**src/rtl/sample_pkg.sv**
```systemverilog
// Shared definitions for the sample loader: FSM encoding and checksum width.
package sample_pkg;

   localparam int unsigned CHECKSUM_W = 16;

   typedef enum logic [1:0] {
      ST_IDLE = 2'd0,
      ST_LOAD = 2'd1,
      ST_DONE = 2'd2
   } state_e;

endpackage : sample_pkg

```
**src/rtl/load_index_counter.sv**
```systemverilog
// Sample index counter: synchronous clear, count enable, terminal count at
// sampling_frequency-1.
module load_index_counter #(
   parameter int unsigned addr_width         = 7,
   parameter int unsigned sampling_frequency = 100
) (
   input  logic                  clk_i,
   input  logic                  rst_i,
   input  logic                  clear_i,
   input  logic                  en_i,
   output logic [addr_width-1:0] count_o,
   output logic                  tc_o
);

   localparam logic [addr_width-1:0] LAST_IDX = addr_width'(sampling_frequency - 1);

   logic [addr_width-1:0] count_q;
   logic [addr_width-1:0] count_d;

   // Next count: clear wins over increment.
   always_comb begin
      count_d = count_q;
      if (clear_i) begin
         count_d = '0;
      end else if (en_i) begin
         count_d = count_q + addr_width'(1);
      end
   end

   // Count register.
   always_ff @(posedge clk_i or posedge rst_i) begin
      if (rst_i) begin
         count_q <= '0;
      end else begin
         count_q <= count_d;
      end
   end

   assign count_o = count_q;
   assign tc_o    = (count_q == LAST_IDX);

endmodule : load_index_counter

```
**src/rtl/sample_loader.sv**
```systemverilog
// Streams one table of samples from a valid/ready source into sample memory.
// Optional running checksum enabled by defining LOADER_CHECKSUM_EN; without it
// the checksum port is tied to zero.
module sample_loader
   import sample_pkg::*;
#(
   parameter int unsigned addr_width         = 7,
   parameter int unsigned data_width         = 8,
   parameter int unsigned sampling_frequency = 100
) (
   input  logic                  Clk,
   input  logic                  Rst,
   input  logic                  start,
   input  logic                  abort,
   input  logic                  s_valid,
   input  logic [data_width-1:0] s_data,
   output logic                  s_ready,
   output logic                  wr_en,
   output logic [addr_width-1:0] wr_addr,
   output logic [data_width-1:0] wr_data,
   output logic                  busy,
   output logic                  done,
   output logic [CHECKSUM_W-1:0] checksum
);

   state_e                state_q, state_d;
   logic                  wr_en_q, wr_en_d;
   logic [addr_width-1:0] wr_addr_q, wr_addr_d;
   logic [data_width-1:0] wr_data_q, wr_data_d;
   logic                  busy_q, busy_d;
   logic                  done_q, done_d;

   logic                  accept;
   logic                  clear;
   logic [addr_width-1:0] idx;
   logic                  idx_tc;

   // Source handshake: abort blocks acceptance in the same cycle.
   assign s_ready = (state_q == ST_LOAD) && !abort;
   assign accept  = s_valid && s_ready;

   load_index_counter #(
      .addr_width        (addr_width),
      .sampling_frequency(sampling_frequency)
   ) u_index (
      .clk_i  (Clk),
      .rst_i  (Rst),
      .clear_i(clear),
      .en_i   (accept),
      .count_o(idx),
      .tc_o   (idx_tc)
   );

   // Next-state and registered-output logic.
   always_comb begin
      state_d   = state_q;
      clear     = 1'b0;
      wr_en_d   = 1'b0;
      wr_addr_d = wr_addr_q;
      wr_data_d = wr_data_q;
      done_d    = 1'b0;
      busy_d    = 1'b0;

      case (state_q)
         ST_IDLE: begin
            if (start) begin
               state_d = ST_LOAD;
               clear   = 1'b1;
            end
         end
         ST_LOAD: begin
            if (abort) begin
               state_d = ST_IDLE;
            end else if (accept && idx_tc) begin
               state_d = ST_DONE;
            end
         end
         ST_DONE: state_d = ST_IDLE;
         default: state_d = ST_IDLE;
      endcase

      if (accept) begin
         wr_en_d   = 1'b1;
         wr_addr_d = idx;
         wr_data_d = s_data;
         done_d    = idx_tc;
      end

      busy_d = (state_d == ST_LOAD);
   end

   // State and output registers.
   always_ff @(posedge Clk or posedge Rst) begin
      if (Rst) begin
         state_q   <= ST_IDLE;
         wr_en_q   <= 1'b0;
         wr_addr_q <= '0;
         wr_data_q <= '0;
         busy_q    <= 1'b0;
         done_q    <= 1'b0;
      end else begin
         state_q   <= state_d;
         wr_en_q   <= wr_en_d;
         wr_addr_q <= wr_addr_d;
         wr_data_q <= wr_data_d;
         busy_q    <= busy_d;
         done_q    <= done_d;
      end
   end

   assign wr_en   = wr_en_q;
   assign wr_addr = wr_addr_q;
   assign wr_data = wr_data_q;
   assign busy    = busy_q;
   assign done    = done_q;

`ifdef LOADER_CHECKSUM_EN
   logic [CHECKSUM_W-1:0] csum_q, csum_d;

   // Running sum of accepted samples, restarted with each load.
   always_comb begin
      csum_d = csum_q;
      if (clear) begin
         csum_d = '0;
      end else if (accept) begin
         csum_d = csum_q + CHECKSUM_W'(s_data);
      end
   end

   // Checksum register.
   always_ff @(posedge Clk or posedge Rst) begin
      if (Rst) begin
         csum_q <= '0;
      end else begin
         csum_q <= csum_d;
      end
   end

   assign checksum = csum_q;
`else
   assign checksum = '0;
`endif

endmodule : sample_loader

```
**config.mk**
```make
export PLATFORM = sky130hd
export DESIGN_NAME = sample_loader
export DESIGN_NICKNAME = d
export VERILOG_FILES = /design/src/rtl/sample_pkg.sv /design/src/rtl/load_index_counter.sv /design/src/rtl/sample_loader.sv
export SDC_FILE = /design/constraint.sdc
export NUM_CORES = 1
export LEC_CHECK = 0
export ABC_AREA = 0
export CAP_MARGIN = 0
export CORE_MARGIN = 2
export CORE_UTILIZATION = 43
export DETAILED_ROUTE_END_ITERATION = 10
export PLACE_DENSITY = 0.79
export SYNTH_ARGS = -nofsm -noshare
export SYNTH_HDL_FRONTEND = slang
export SYNTH_SLANG_ARGS = --single-unit
export TNS_END_PERCENT = 20
```
**constraint.sdc**
```tcl
create_clock -name Clk -period 1.79 [get_ports Clk]
set_clock_uncertainty 0.15 [all_clocks]
set_input_delay 0.358 -clock Clk [delete_from_list [all_inputs] [get_ports Clk]]
set_output_delay 0.358 -clock Clk [all_outputs]
set_load 0.01 [all_outputs]
```
==> summary.md <==
| Metric | Value |
|---|---|
| Int Pwr | `0.9403 mW` |
| Minimum clock period | `between 1.5 and 2 ns` |
| Port Buffers | `31` |
| Inserted Diodes | `0` |
| Area of the multi-input gates | `roughly 470 sq um` |
| Fin nets | `~190` |
| Routed Antenna Nets | `0` |
| Clock sink count | `27` |
| Dpl cells | `199` |
| Register area share after synthesis | `54.49%` |
| RSZ-0062 raised after global routing | `no` |
| Routed WL | `2429 microns` |
| Routability Congestion | `0.7569` |
| Post-synthesis compound-gate area fraction | `6.862%` |
| Die Ht | `57.70 microns` |
| GRT overflow | `0` |
| # setup viols final | `0` |
| Layout Cells excl Fill | `203` |
| CP cell instances | `clkdlybuf4s50_1` |
| CP max FO | `1` |
| Hold Crit Class | `primary input to asynchronous set/reset pin` |
| DIE AREA | `3329 sq um` |
| Layout fillers | `244` |
| CTS tree | `built` |
| FF-to-FF path depth | `5` |
| Final Power | `1.311 mW` |
| Total track usage | `15.45%` |
| Final HPWL DP | `about 1800 microns` |
| Setup bufs post-CTS | `0` |
| Crit Path Class | `flip-flop to output port` |
| Placement Rows | `19` |
| EDFF count, synth | `0` |
| Cell Area, Placed | `roughly 1600 sq um` |
| Post-synthesis adder-cell area fraction | `1.009%` |
| CTS Root Cell | `clkbuf_4` |
| H-tree level count | `1` |
| P_leak | `around 1.0 nW` |
| Top FF cell, synth | `dfrtp_1` |
| Most frequent cells in the layout | `nand2_1, dfrtp_1, conb_1` |
| Worst Slack Setup Final | `0.07108 ns` |
| Vias per cell | `~4.8` |
| Setup crit end kind | `output port` |
| Post-Syn Area | `1240 sq um` |
| Crit-path slowest cell | `clkdlybuf4s50_1` |
| Syn Area/Cell | `9.465 sq um` |
| Post-Place Worst Slack | `-0.3467 ns` |
| Sequential Power Share | `54.9%` |
| Yosys reg bits | `27` |
| Max clock buf depth | `2` |
| PwrDens | `788.8 nW/um^2` |
| Sw frac | `28.26%` |
| Reg2Reg Capture Point | `u_index.count_o[3]` |
| Max IR drop VDD | `between 600 and 700 uV` |
| Register area | `around 680 sq um` |
| Worst Setup Start Kind | `flip-flop` |
| Initial antenna violation count | `0` |
| Via count | `965` |
| Mux contribution to synthesized area | `0%` |
| Commonest non-fill, non-tap cell in the layout | `nand2_1` |
| Fin area | `1662 sq um` |
| Global-route wire length before repair | `4036 microns` |
| Async set-reset flop share out of synthesis | `100.0%` |
| Slew Limit Fails | `0` |
| Core area | `~2800 sq um` |
| Warnings from Yosys | `0` |
| Vias in the first global route | `947` |
| Starting Density | `44.96%` |
| CP peak stage delay | `between 0.5 and 0.6 ns` |
| Initial DRC count | `13` |
| CP bufs+invs | `1` |
| Largest net degree at the start of global routing | `28` |
| Fin crit share | `between 90 and 100%` |
| Max frequency | `just under 0.6 GHz` |
| Synth Area in Simple Gates | `23.81%` |
| Hold violation total from the final report | `0` |
| Clock transition at path regs | `0.14 ns` |
| CTS Hold Bufs | `0` |
| TritonRoute pass-1 iters | `4` |
| Comb pwr share | `between 20% and 30%` |
| Combinational family with the most area after synthesis | `simple AND/OR/NAND/NOR gates` |
| Synthesized instance count | `131` |
| CP Data Required Time | `around 1.3 ns` |
| Synth unique cells | `23` |
| Clock Latency Late Sink | `0.32 ns` |
| Layout Utilization | `60.25%` |
| Clock share of power | `between 10% and 20%` |
| Die Wd | `between 50 and 60 microns` |
| MaxCap Viol Count | `0` |
| R2r setup slk | `0.15 ns` |
| I/O Pins | `48` |
| Worst EP arrival | `1.21 ns` |
| Reg2reg start | `state_q[1]` |
| Status | `finished, final reports clean` |
| Total CTS buffers | `3` |
| Switching power | `0.3704 mW` |
| Post-Synth XOR/XNOR Area | `0.7064%` |
| Layout cells sized above 1 | `11.63%` |
| Wirelength per Cell | `11.97 microns` |
| # DRC | `0` |
| CP delay by family, top | `buffers and inverters` |
| Syn-to-layout area delta | `34.01%` |
cell families after synthesis:
| logic type | after synthesis |
|---|---|
| compound gates | 15 |
| xor+xnor | 1 |
| fa+ha+maj | 1 |
| buf+inv | 25 |
| flops | 27 |
| other cells | 1 |
| simple gates | 61 |
synth_stat cells (2+ instances only):
library cell  count  area [sq um]
nand3_1           2         10.01
nand2_1          45         168.9
buf_2             4         20.02
a21o_1            2         15.01
or4_1             2         15.01
nand4_1           2         12.51
or3_1             3         18.77
dfrtp_1          27         675.7
inv_1             4         15.01
o21ai_0           5         25.02
a21oi_1           6         30.03
nor3_1            2         10.01
buf_4            16         120.1
o31ai_1           2         15.01
worst max-delay path by stage:
stage,from,to,slack (ns),cells after the start
floorplan,u_index.count_o[0],busy,0.33,4
CTS,abort,s_ready,0.003,3
finish,done,done,0.07,1
detailed placement,abort,s_ready,-0.35,3
global route,done,done,0.003,1
global placement,abort,s_ready,-0.33,3
metrics by stage:
stage,hold WS (ns),TNS (ns)
after floorplan,0.2607,0
after global placement,0.3079,-1.781
after detailed placement,0.3124,-2.109
after CTS,0.2350,0
after global routing,0.2634,0
final,0.2319,0
area by class of cell:
cell class                 count  area share (%)
clock buffer                   3           1.355
clock inverter                 1          0.4518
inverter                       5           1.130
multi-input combinational     94           28.46
sequential                    27           40.66
tap                           31           2.334
timing repair buffer          42           25.60
routing by layer:
metal	wire length, microns	up-vias	share of wire (%)	track usage [%]
li1	-	477	-	-
met1	1018	453	42	18.62
met2	1248	32	51	28.08
met3	137	3	5.6	2.455
met4	24	0	0.99	4.983
met5	0	-	0	0
power by group through the flow:
stage	Combinational (mW)	Clock, mW	Sequential [mW]
after global routing	0.364	0.304	0.732
after CTS	0.350	0.276	0.723
after global placement	0.340	0	0.732
final	0.331	0.261	0.719
after detailed placement	0.350	0	0.736
after floorplan	0.141	0	0.765
registers in the layout, summed over array words and instances, names as in the netlist:
register and flops:
wr_en 1, u_index.count_o 7, done 1, busy 1, wr_addr 7, wr_data 8, state_q 2
repair_timing:
item                                    4_1_cts  5_1_grt
hold endpoints to repair                      0        0
endpoints found under the setup margin        1       18
gates resized for setup                       2       18
cloned                                        0        0
Note: power is estimated with default switching activity, not from simulation.
